### config.mk
export PLATFORM = sky130hd
export DESIGN_NAME = ps2_key_decoder
export DESIGN_NICKNAME = d
export VERILOG_FILES = /design/src/rtl/ps2_key_pkg.sv /design/src/rtl/ps2_scancode_lut.sv /design/src/rtl/ps2_key_decoder.sv
export SDC_FILE = /design/constraint.sdc
export NUM_CORES = 1
export LEC_CHECK = 0
export BUFFER_PORTS_ARGS = -buffer_cell sky130_fd_sc_hd__buf_2
export CORE_MARGIN = 3
export CORE_UTILIZATION = 63
export CTS_CLUSTER_SIZE = 10
export DETAILED_ROUTE_END_ITERATION = 6
export PLACE_DENSITY_LB_ADDON = 0.2
export SLEW_MARGIN = 10
export SYNTH_ARGS = -nofsm -noshare
export SYNTH_HDL_FRONTEND = slang
export SYNTH_HIERARCHICAL = 1
export SYNTH_SLANG_ARGS = --single-unit
### constraint.sdc
create_clock -name CLOCK_50 -period 5.2 [get_ports CLOCK_50]
set_input_delay 0.78 -clock CLOCK_50 [delete_from_list [all_inputs] [get_ports CLOCK_50]]
set_output_delay 0.78 -clock CLOCK_50 [all_outputs]
set_load 0.01 [all_outputs]
### src/rtl/ps2_key_pkg.sv
// Shared constants for the PS/2 key decoder: key indices, protocol bytes
// and the prefix-tracking FSM state type.
package ps2_key_pkg;

   localparam int NUM_KEYS_DEFAULT = 29;

   localparam logic [4:0] KEY_TILDE     = 5'd0,  KEY_1         = 5'd1,  KEY_2         = 5'd2;
   localparam logic [4:0] KEY_3         = 5'd3,  KEY_4         = 5'd4,  KEY_5         = 5'd5;
   localparam logic [4:0] KEY_6         = 5'd6,  KEY_7         = 5'd7,  KEY_8         = 5'd8;
   localparam logic [4:0] KEY_9         = 5'd9,  KEY_0         = 5'd10, KEY_MINUS     = 5'd11;
   localparam logic [4:0] KEY_EQUAL     = 5'd12, KEY_BACKSPACE = 5'd13, KEY_TAB       = 5'd14;
   localparam logic [4:0] KEY_Q         = 5'd15, KEY_W         = 5'd16, KEY_E         = 5'd17;
   localparam logic [4:0] KEY_R         = 5'd18, KEY_T         = 5'd19, KEY_Y         = 5'd20;
   localparam logic [4:0] KEY_U         = 5'd21, KEY_I         = 5'd22, KEY_O         = 5'd23;
   localparam logic [4:0] KEY_P         = 5'd24, KEY_LBRACKET  = 5'd25, KEY_RBRACKET  = 5'd26;
   localparam logic [4:0] KEY_BACKSLASH = 5'd27, KEY_SPACEBAR  = 5'd28;

   localparam logic [7:0] CODE_BREAK = 8'hF0;
   localparam logic [7:0] CODE_EXT   = 8'hE0;
   localparam logic [7:0] CODE_ACK   = 8'hFA;
   localparam logic [7:0] CODE_BAT   = 8'hAA;
   localparam logic [7:0] CODE_ECHO  = 8'hEE;

   typedef enum logic [1:0] {
      ST_IDLE      = 2'd0,
      ST_BREAK     = 2'd1,
      ST_EXT       = 2'd2,
      ST_EXT_BREAK = 2'd3
   } ps2_state_e;

endpackage

### src/rtl/ps2_scancode_lut.sv
// Combinational map from a set-2 scan code to {hit, key index}.
module ps2_scancode_lut
   import ps2_key_pkg::*;
(
   input  logic [7:0] code,
   output logic       hit,
   output logic [4:0] idx
);

   // Scan-code lookup; anything not listed is a miss.
   always_comb begin
      hit = 1'b1;
      idx = 5'd0;
      case (code)
         8'h0E: idx = KEY_TILDE;
         8'h16: idx = KEY_1;
         8'h1E: idx = KEY_2;
         8'h26: idx = KEY_3;
         8'h25: idx = KEY_4;
         8'h2E: idx = KEY_5;
         8'h36: idx = KEY_6;
         8'h3D: idx = KEY_7;
         8'h3E: idx = KEY_8;
         8'h46: idx = KEY_9;
         8'h45: idx = KEY_0;
         8'h4E: idx = KEY_MINUS;
         8'h55: idx = KEY_EQUAL;
         8'h66: idx = KEY_BACKSPACE;
         8'h0D: idx = KEY_TAB;
         8'h15: idx = KEY_Q;
         8'h1D: idx = KEY_W;
         8'h24: idx = KEY_E;
         8'h2D: idx = KEY_R;
         8'h2C: idx = KEY_T;
         8'h35: idx = KEY_Y;
         8'h3C: idx = KEY_U;
         8'h43: idx = KEY_I;
         8'h44: idx = KEY_O;
         8'h4D: idx = KEY_P;
         8'h54: idx = KEY_LBRACKET;
         8'h5B: idx = KEY_RBRACKET;
         8'h5D: idx = KEY_BACKSLASH;
         8'h29: idx = KEY_SPACEBAR;
         default: begin
            hit = 1'b0;
            idx = 5'd0;
         end
      endcase
   end

endmodule

### src/rtl/ps2_key_decoder.sv
// PS/2 set-2 byte stream to held-key bitmap with make/break pulses.
// Build option KEY_TYPEMATIC_FILTER_EN suppresses press pulses for auto-repeat makes.
module ps2_key_decoder
   import ps2_key_pkg::*;
#(
   parameter int NUM_KEYS       = NUM_KEYS_DEFAULT,
   parameter int TIMEOUT_CYCLES = 1_000_000
) (
   input  logic                CLOCK_50,
   input  logic                resetn,
   input  logic [7:0]          ps2_data,
   input  logic                ps2_data_valid,
   output logic [NUM_KEYS-1:0] key_state,
   output logic                key_press_pulse,
   output logic                key_release_pulse,
   output logic [4:0]          last_key,
   output logic                prefix_pending
);

   localparam int CNT_W = $clog2(TIMEOUT_CYCLES + 1);

   ps2_state_e          state_r;
   logic [CNT_W-1:0]    timeout_cnt_r;
   logic                lut_hit_s;
   logic [4:0]          lut_idx_s;
   logic                mapped_s;
   logic [NUM_KEYS-1:0] key_mask_s;
   logic                press_ok_s;

   ps2_scancode_lut u_lut (
      .code (ps2_data),
      .hit  (lut_hit_s),
      .idx  (lut_idx_s)
   );

   assign mapped_s   = lut_hit_s && (int'(lut_idx_s) < NUM_KEYS);
   assign key_mask_s = {{(NUM_KEYS-1){1'b0}}, 1'b1} << lut_idx_s;

`ifdef KEY_TYPEMATIC_FILTER_EN
   assign press_ok_s = ~|(key_state & key_mask_s);
`else
   assign press_ok_s = 1'b1;
`endif

   // Prefix FSM, idle timeout and all registered outputs.
   always_ff @(posedge CLOCK_50 or negedge resetn) begin
      if (!resetn) begin
         state_r           <= ST_IDLE;
         timeout_cnt_r     <= '0;
         key_state         <= '0;
         key_press_pulse   <= 1'b0;
         key_release_pulse <= 1'b0;
         last_key          <= 5'd0;
         prefix_pending    <= 1'b0;
      end else begin
         key_press_pulse   <= 1'b0;
         key_release_pulse <= 1'b0;
         if (ps2_data_valid) begin
            // A strobe always wins over a coincident timeout expiry.
            timeout_cnt_r <= '0;
            case (state_r)
               ST_IDLE: begin
                  if (ps2_data == CODE_BREAK) begin
                     state_r        <= ST_BREAK;
                     prefix_pending <= 1'b1;
                  end else if (ps2_data == CODE_EXT) begin
                     state_r        <= ST_EXT;
                     prefix_pending <= 1'b1;
                  end else if ((ps2_data == CODE_ACK) || (ps2_data == CODE_BAT) ||
                               (ps2_data == CODE_ECHO)) begin
                     state_r <= ST_IDLE;
                  end else if (mapped_s) begin
                     key_state       <= key_state | key_mask_s;
                     last_key        <= lut_idx_s;
                     key_press_pulse <= press_ok_s;
                  end else begin
                     state_r <= ST_IDLE;
                  end
               end
               ST_BREAK: begin
                  state_r        <= ST_IDLE;
                  prefix_pending <= 1'b0;
                  if (mapped_s) begin
                     key_state         <= key_state & ~key_mask_s;
                     last_key          <= lut_idx_s;
                     key_release_pulse <= 1'b1;
                  end
               end
               ST_EXT: begin
                  if (ps2_data == CODE_BREAK) begin
                     state_r        <= ST_EXT_BREAK;
                     prefix_pending <= 1'b1;
                  end else begin
                     state_r        <= ST_IDLE;
                     prefix_pending <= 1'b0;
                  end
               end
               default: begin
                  state_r        <= ST_IDLE;
                  prefix_pending <= 1'b0;
               end
            endcase
         end else if (state_r != ST_IDLE) begin
            if (timeout_cnt_r == CNT_W'(TIMEOUT_CYCLES - 1)) begin
               state_r        <= ST_IDLE;
               prefix_pending <= 1'b0;
               timeout_cnt_r  <= '0;
            end else begin
               timeout_cnt_r <= timeout_cnt_r + CNT_W'(1);
            end
         end
      end
   end

endmodule
==> flow_summary.ini, run 1 <==
[cts]
cts_tree = built
clkTransAtPathRegs_ps = 70
postCtsHoldBufs = 0
htreeDepth = 3
post_cts_buffers = 0
clock_latency_ps = 340
cts_inserted_buffers = 9
root_buffer = clkbuf_8
clockBufferDepth = 2
cts_resized = 0
clkSinkCount = 59

[floorplanning]
die_w_um = 84.97
io_pins = 48
start_util_pct = 65.58
die_area_mm2 = 0.007220
coreArea_mm2 = 0.005991
fp.dieH_um = 84.97
fp-row-count = 28

[sta]
worst_slack_ps = 1428
slew_violations = 0
setup_viol = 0
rsz0062_at_grt = no
clock_skew_ps = 12.70
tightest_slew_ps = 815.1
tns_ps = 0
final_hold_viol_count = 0
fin_crit_sh_pct = 72.53
maxClockFrequency_mhz = 265.1
relSlewSlack_pct = 45.24
min_period_ps = 3772

[min_path]
holdPathStages = 1
hold_path_class = reg2reg
min_to = last_key[3]
min-delay-start = last_key[3]

[synth]
yosysTopAreaCell = dfrtp_1
syn_area_mm2 = 0.003929
avgSynthCellArea_um2 = 8.692
ys_warn_count = 6
synth-seq-cells = 59
ys_types = 68
synth_edf_count = 0
synthFlopType = dfrtp_1
synthTopCellsByArea = dfrtp_1 (38%), a21oi_1 (5.4%), nand3_1 (4.6%)
syn_inst = 452
synth_commonest_cells = dfrtp_1 (59), a21oi_1 (42), inv_1 (36), nand3_1 (36), o21ai_0 (28)
synth_nets = 464
synth_top_area_share_pct = 37.58
seq_area_frac_synth_pct = 37.58
synth.most_common_cell = dfrtp_1
synthArstFlopShare_pct = 100.0

[critical_path]
max_stage_delay_ps = 560
crit_path_end_kind = register
r2r_end = timeout_cnt_r[12]
crit_path_start_kind = input pin
rrSetupSlack_ps = 2990
required_ps = 5390
cp_max_fo = 20
crit_path_cell_trace = buf_2, and4b_1, o2111ai_1, and3_1, nand3_1, nand4b_1, and4b_1, nor3b_1, a21oi_1, a21oi_1
slowest_stage = a21oi_1
cp_top_family = simple AND/OR/NAND/NOR gates
cp_num_buf_inv = 1
path_class = in2reg
cp.arrival_ps = 3960
rr_worst_depth = 5
rr_startpoint = timeout_cnt_r[0]

[cells_and_area]
n_fill_cell = 471
syn2layout_area_growth_pct = 10.86
seq_area_mm2 = 0.001476
n_antenna_cell = 0
multiInputGateArea_mm2 = 0.002191
finish.net_count = 500
drive_gt1_share_pct = 15.62

[drt]
antenna_left = 0
post_drt_wl_per_cell_um = 17.39
drt-total-wl_mm = 9.879
drt_iter0_drc = 259
vias = 3769
firstDrtPassIters = 5
via_per_inst = 6.636
drc_errors = 0

[place]
preCtsSetupSlack_ps = 1170
io_buffers = 47
routabilityCongestion = 0.8992
hpwlAfterDp_mm = 6.674

[global_routing]
track_usage_pct = 27.66
grt_pass1_wl_mm = 16.46
first_global_vias = 3407
grt_max_degree = 60
gr-total-overflow = 0
antenna_found_initial = 0

[job]
drv_cap = 0

[power_and_ir_drop]
seqPwrFrac_pct = 46.6
pwr-share-comb_pct = 12.5
swShare_pct = 28.29
p_leak_nw = 1.792
pwr-share-clk_pct = 41.0
p_sw_w = 0.0002958
p_int_w = 0.0007496
irDropWorstVdd_mv = 0.1886
power_density_mw_per_mm2 = 240.0

[status]
status = complete, no violations
-- layer usage --
metal,wire length [um],vias to the layer above,track usage (%)
li1,-,1757,-
met1,4283,1820,38.74
met2,4652,163,43.15
met3,694,29,4.466
met4,249,0,10.50
met5,0,-,0
-- through the flow --
| stage | hold slack [ps] | cell area, um^2 | util (%) | instances | total power [W] |
|---|---|---|---|---|---|
| after floorplan | 484.4 | 3929 | - | 452 | 0.0005751 |
| after global placement | 477.3 | 4154 | 69.34 | 552 | 0.0006186 |
| after detailed placement | 482.4 | 4154 | 69.34 | 552 | 0.0006227 |
| after CTS | 506.7 | 4355 | 72.70 | 568 | 0.001047 |
| after global routing | 519.1 | 4355 | 72.70 | 568 | 0.001084 |
| final | 504.8 | 4355 | 72.70 | 568 | 0.001045 |
-- cells by family (layout without fill, tap and decap cells) --
group / count (synthesis) / in the layout / share of synthesized area [%]
AO/OA/AOI/OAI: 122 / 122 / 19.81
XOR/XNOR: 10 / 10 / 2.229
adder cells (fa/ha/maj): 1 / 1 / 0.3184
buffers and inverters: 61 / 102 / 6.656
flip-flops: 59 / 59 / 37.58
multiplexers: 11 / 11 / 2.994
AND/OR/NAND/NOR: 188 / 188 / 30.41
-- how the worst max path moves through the flow --
stage,from,to,slack (ps),cells after the start
4_1_cts,ps2_data[1],register,1490,10
2_1_floorplan,ps2_data[4],register,2210,11
6_report,ps2_data[1],register,1430,10
3_3_place_gp,ps2_data[1],register,1410,10
3_5_place_dp,ps2_data[1],register,1170,10
5_1_grt,ps2_data[4],register,1260,10
-- cell usage in the layout (no fill, tap or decap), drive strengths merged, types with 4 or more instances in the layout --
cell type  instances
a21oi             42
a31oi              4
and3               7
and3b              5
and4b              6
buf               50
clkbuf            10
dfrtp             59
inv               37
mux2               6
mux2i              5
nand2             18
nand2b            10
nand3             36
nand4             13
nor2              21
nor2b              8
nor3               6
nor3b             11
nor4               6
nor4b              4
nor4bb             6
o2111ai            5
o211ai             4
o21ai             36
o31ai             10
or3b               4
or4                7
xnor2              6
xor2               4
-- layout make-up --
| class | instances | area share, % |
|---|---|---|
| Multi-Input combinational cell | 332 | 50.30 |
| Tap cell | 75 | 2.155 |
| Clock buffer | 10 | 3.160 |
| Clock inverter | 6 | 1.465 |
| Timing Repair Buffer | 50 | 5.918 |
| Sequential cell | 59 | 33.90 |
| Inverter | 36 | 3.103 |
-- power groups by stage --
stage | registers, W | logic, W | clock network, W
2_1_floorplan | 0.000494 | 0.0000806 | 0
3_3_place_gp | 0.000494 | 0.000124 | 0
3_5_place_dp | 0.000495 | 0.000128 | 0
4_1_cts | 0.000486 | 0.000129 | 0.000432
5_1_grt | 0.000489 | 0.000142 | 0.000453
6_report | 0.000487 | 0.000130 | 0.000428
No activity file was read; power rests on OpenSTA's default activity.
==> run 2, diff against run 1 <==
--- a/config.mk
+++ b/config.mk
@@ -7,7 +7,7 @@
 export LEC_CHECK = 0
 export BUFFER_PORTS_ARGS = -buffer_cell sky130_fd_sc_hd__buf_2
 export CORE_MARGIN = 3
-export CORE_UTILIZATION = 63
+export CORE_UTILIZATION = 53
 export CTS_CLUSTER_SIZE = 10
 export DETAILED_ROUTE_END_ITERATION = 6
 export PLACE_DENSITY_LB_ADDON = 0.2
==> constraint.sdc (replaced) <==
create_clock -name CLOCK_50 -period 3.19 [get_ports CLOCK_50]
set_input_delay 0.4785 -clock CLOCK_50 [delete_from_list [all_inputs] [get_ports CLOCK_50]]
set_output_delay 0.4785 -clock CLOCK_50 [all_outputs]
set_load 0.01 [all_outputs]
==> run 2 against run 1 <==
  * Setup slack worse by 1200 ps
  * Worst hold slack worse by 220 ps
  * Clock-buffer cell count down 1
  * Die area up 17%
  * Register-to-register slack worse by 2000 ps
  * Via count down 2.2%
  * Total power up 65%
  * Largest cell class unchanged
  * Clock power up 68%
  * Utilization down 8.6 points
  * First-iteration DRC count down 15%
  * Critical path type unchanged
==> flow_summary.ini, run 2 (synthesis gave the netlist of run 1 again) <==
[status]
status = complete, no violations

[critical_path]
crit_path_end_kind = register
crit_path_start_kind = input pin
required_ps = 3410
cp.arrival_ps = 3150
cp_max_fo = 22
path_class = in2reg

[cells_and_area]
drive_gt1_share_pct = 17.62
finish.net_count = 512
syn2layout_area_growth_pct = 13.98
layout_commonest_cell = dfrtp_1
layout_common_cells = dfrtp_1 (59), buf_2 (47), a21oi_1 (42)
n_antenna_cell = 0

[min_path]
hold_path_class = in2async

[power_and_ir_drop]
power_density_mw_per_mm2 = 385.6
p_leak_nw = 1.857
finalPower_w = 0.001727
irDropWorstVdd_mv = 0.2877

[sta]
min_period_ps = 2928
tightest_slew_ps = 961.3
rsz0062_at_grt = no
hold_slack_ps = 286.3
clock_skew_ps = 6.952
fin_crit_sh_pct = 91.79
final_hold_viol_count = 0
slew_violations = 0
setup_viol = 0
maxClockFrequency_mhz = 341.5
relSlewSlack_pct = 35.91

[cts]
cts_inserted_buffers = 9
clockBufferDepth = 2
cts_tree = built
clock_latency_ps = 350
cts_resized = 0
htreeDepth = 3
root_buffer = clkbuf_8
post_cts_buffers = 0
clkSinkCount = 59
clkTransAtPathRegs_ps = 70
postCtsHoldBufs = 0

[floorplanning]
start_util_pct = 56.27
coreArea_mm2 = 0.006982
die_w_um = 92.10
fp.dieH_um = 92.10
die_area_mm2 = 0.008481
io_pins = 48
fp-row-count = 30

[drt]
vias = 3687
drt_iter0_drc = 219
firstDrtPassIters = 4
post_drt_wl_per_cell_um = 16.26
drc_errors = 0
antenna_left = 0
via_per_inst = 6.135
drt-total-wl_mm = 9.773

[global_routing]
grt_pass1_wl_mm = 16.60
busiest_layer = met2
grt_use_met3_pct = 5.496
gr-total-overflow = 0
grt_use_met1_pct = 33.75
antenna_found_initial = 0
grt.met2_usage_pct = 37.04
track_usage_pct = 23.89
first_global_vias = 3381
grt_max_degree = 43

[job]
drv_cap = 0

[place]
hpwlAfterDp_mm = 6.742
routabilityCongestion = 0.8948
io_buffers = 47
## run 2: changes by cell type in the layout (fill, tap and decap cells not counted), sizes merged
cell,delta
buf,+12
clkinv,-1
inv,+3
clkinvlp,-1
clkbuf,-1
## run 2: area by class of cell
type                       count  area, um^2
fill                         609        2504
tap                           96       120.1
timing repair buffer          62       347.8
multi-input combinational    332        2191
inverter                      36       135.1
sequential                    59        1476
clock buffer                   9       123.9
clock inverter                 7       83.83
## run 2: final timing paths
check,start,cells past startpoint,to,slack (ps)
min in group CLOCK_50,last_key[0],1,last_key[0],490
hold / removal,resetn,1,last_key[3],290
setup reg to reg,timeout_cnt_r[0],5,timeout_cnt_r[12],960
setup / recovery,ps2_data[6],10,last_key[2],260
hold reg to reg,last_key[0],1,last_key[0],490
max in group asynchronous,resetn,2,async pin,2100
## run 2: power by group
part | switching (W) | total (W) | internal [W]
Clock | 0.000342 | 0.000717 | 0.000375
Sequential | 0.0000219 | 0.000790 | 0.000769
Combinational | 0.000141 | 0.000219 | 0.0000787
Total | 0.000505 | 0.00173 | 0.00122
## run 2: per-layer routing
layer | part of all wire [%] | vias up
met5 | 0 | -
met2 | 47 | 133
met3 | 6.7 | 11
li1 | - | 1792
met1 | 45 | 1751
met4 | 0.83 | 0
## run 2: per-stage QoR
step                utilization, %  TNS, ps  std cells  instance area, um^2  setup slack [ps]
global placement             61.16        0        585                 4270             46.57
detailed placement           61.16   -82.34        585                 4270            -24.18
global route                 64.14        0        601                 4478             27.98
finish                       64.14        0        601                 4478             261.8
floorplan                        -        0        452                 3929             497.8
CTS                          64.14        0        601                 4478             347.4
## run 2: worst max-delay path, stage by stage
cell	delay, ps
buf_2	320
nor4b_2	420
nand4b_1	220
and3_1	240
nand3_1	140
nand4b_1	210
nand2_1	130
a41o_1	270
a211o_1	350
mux2_1	360
==> run 3, diff against run 2 <==
--- a/config.mk
+++ b/config.mk
@@ -6,8 +6,9 @@
 export NUM_CORES = 1
 export LEC_CHECK = 0
 export BUFFER_PORTS_ARGS = -buffer_cell sky130_fd_sc_hd__buf_2
-export CORE_MARGIN = 3
-export CORE_UTILIZATION = 53
+export CORE_ASPECT_RATIO = 0.6
+export CORE_MARGIN = 1
+export CORE_UTILIZATION = 40
 export CTS_CLUSTER_SIZE = 10
 export DETAILED_ROUTE_END_ITERATION = 6
 export PLACE_DENSITY_LB_ADDON = 0.2
==> run 3 against run 2 <==
  * Total power rose by 16%
  * Clock-buffer cell count rose by 2
  * Critical path depth unchanged
  * Global-route usage decreased by 1.3 points
  * Largest power group is now the clock network
==> flow_summary.ini, run 3 (synthesis gave the netlist of run 1 again) <==
[cts]
root_buffer = clkbuf_16
clkTransAtPathRegs_ps = 50
clkSinkCount = 59
clock_latency_ps = 330
cts_inserted_buffers = 9
postCtsHoldBufs = 0
htreeDepth = 3
clockBufferDepth = 2
post_cts_buffers = 0
cts_tree = built

[place]
preCtsSetupSlack_ps = -85.78
hpwlAfterDp_mm = 7.586
routabilityCongestion = 0.9641
io_buffers = 47
place_area_mm2 = 0.004358

[critical_path]
rrSetupSlack_ps = 960
rr_startpoint = timeout_cnt_r[0]
cp_max_fo = 27
cp_top_family = simple AND/OR/NAND/NOR gates
crit_path_start_kind = input pin
crit_path_cell_trace = buf_2, nor2b_1, a21oi_1, nor4bb_1, o21ai_1, nand3_1, and4b_1, nor3b_1, a21oi_1, a21oi_1
cp.arrival_ps = 3090
crit_path_end_kind = register
timing.critical_path.mode_cell = a21oi_1
r2r_end = timeout_cnt_r[8]
max_stage_delay_ps = 650
slowest_stage = a21oi_1
cp_num_buf_inv = 1
required_ps = 3360
path_class = in2reg
rr_worst_depth = 5

[sta]
hold_slack_ps = 261.9
relSlewSlack_pct = 43.70
setup_viol = 0
clock_skew_ps = 7.075
final_hold_viol_count = 0
fin_crit_sh_pct = 91.36
tightest_slew_ps = 844.4
worst_slack_ps = 275.6
slew_violations = 0
maxClockFrequency_mhz = 343.1
min_period_ps = 2914

[min_path]
hold_path_class = in2async

[global_routing]
track_usage_pct = 22.54
gr-total-overflow = 0
grt_pass1_wl_mm = 17.90
grt_max_degree = 37
first_global_vias = 3421
antenna_found_initial = 0

[cells_and_area]
design_area_mm2 = 0.004669
drive_gt1_share_pct = 18.59
syn2layout_area_growth_pct = 18.85
n_antenna_cell = 0
seq_area_mm2 = 0.001476
finish.net_count = 518
layout_common_cells = dfrtp_1 (59), buf_2 (47), a21oi_1 (42)
layout_commonest_cell = dfrtp_1
n_fill_cell = 913
multiInputGateArea_mm2 = 0.002197

[floorplanning]
io_pins = 48
start_util_pct = 41.98
coreArea_mm2 = 0.009358
fp-row-count = 27
die_area_mm2 = 0.01024
die_w_um = 129.9
fp.dieH_um = 78.77

[drt]
antenna_left = 0
wl_met2_mm = 4.331
top_layer_used = met4
post_drt_wl_per_cell_um = 16.82
drc_errors = 0
drt_iter0_drc = 422
vias = 3768
met1Wirelength_mm = 5.616
drt-total-wl_mm = 10.78
wl_met3_um = 754
firstDrtPassIters = 5
via_per_inst = 5.878

[power_and_ir_drop]
p_leak_nw = 1.929
power_density_mw_per_mm2 = 427.5
irDropWorstVdd_mv = 0.2869

[status]
status = complete, no violations

[job]
drv_cap = 0
run 3: how the worst max path moves through the flow:
| stage | start | end | slack (ps) | depth (start not counted) |
|---|---|---|---|---|
| 2_1_floorplan | ps2_data[4] | register | 500 | 11 |
| 3_3_place_gp | ps2_data[6] | register | -30 | 10 |
| 3_5_place_dp | ps2_data[6] | register | -90 | 10 |
| 4_1_cts | ps2_data[6] | register | 250 | 10 |
| 5_1_grt | ps2_data[6] | register | -3 | 10 |
| 6_report | ps2_data[4] | register | 280 | 10 |
run 3: worst register-to-register path, cell delays in order (launching register included):
cell,delay (ps)
dfrtp_1,450
ha_1,280
and4_1,240
nand3_1,220
o31ai_2,770
nor2_1,120
run 3: area by class of cell:
class	instances	share of cell area (%)
Clock buffer	11	5.198
Clock inverter	5	1.340
Inverter	36	2.894
Multi-Input combinational cell	332	47.05
Sequential cell	59	31.62
Tap cell	130	3.483
Timing Repair Buffer	68	8.414
run 3: repair_timing:
item,4_1_cts,5_1_grt
endpoints found under the hold margin,0,0
gates resized for setup,0,1
setup endpoints to repair,0,8
run 3: routing by layer:
metal	up-vias	GRT usage [%]
met4	0	4.535
met2	131	30.37
met5	-	0
met3	12	6.536
li1	1800	-
met1	1825	34.83
run 3: power breakdown:
group          internal (W)  leakage (nW)  total [W]  switching (W)
Combinational     0.0000815         0.973   0.000228       0.000146
Clock              0.000628         0.142   0.000973       0.000345
Sequential         0.000770         0.814   0.000795      0.0000250
run 3: through the flow:
step	instances	utilization [%]	setup TNS, ps	power, W
6_report	641	49.90	0	0.001996
2_1_floorplan	452	-	0	0.0009374
5_1_grt	641	49.90	-2.973	0.002080
3_3_place_gp	625	46.57	-150.5	0.001026
3_5_place_dp	625	46.57	-591.3	0.001030
4_1_cts	641	49.83	0	0.002014
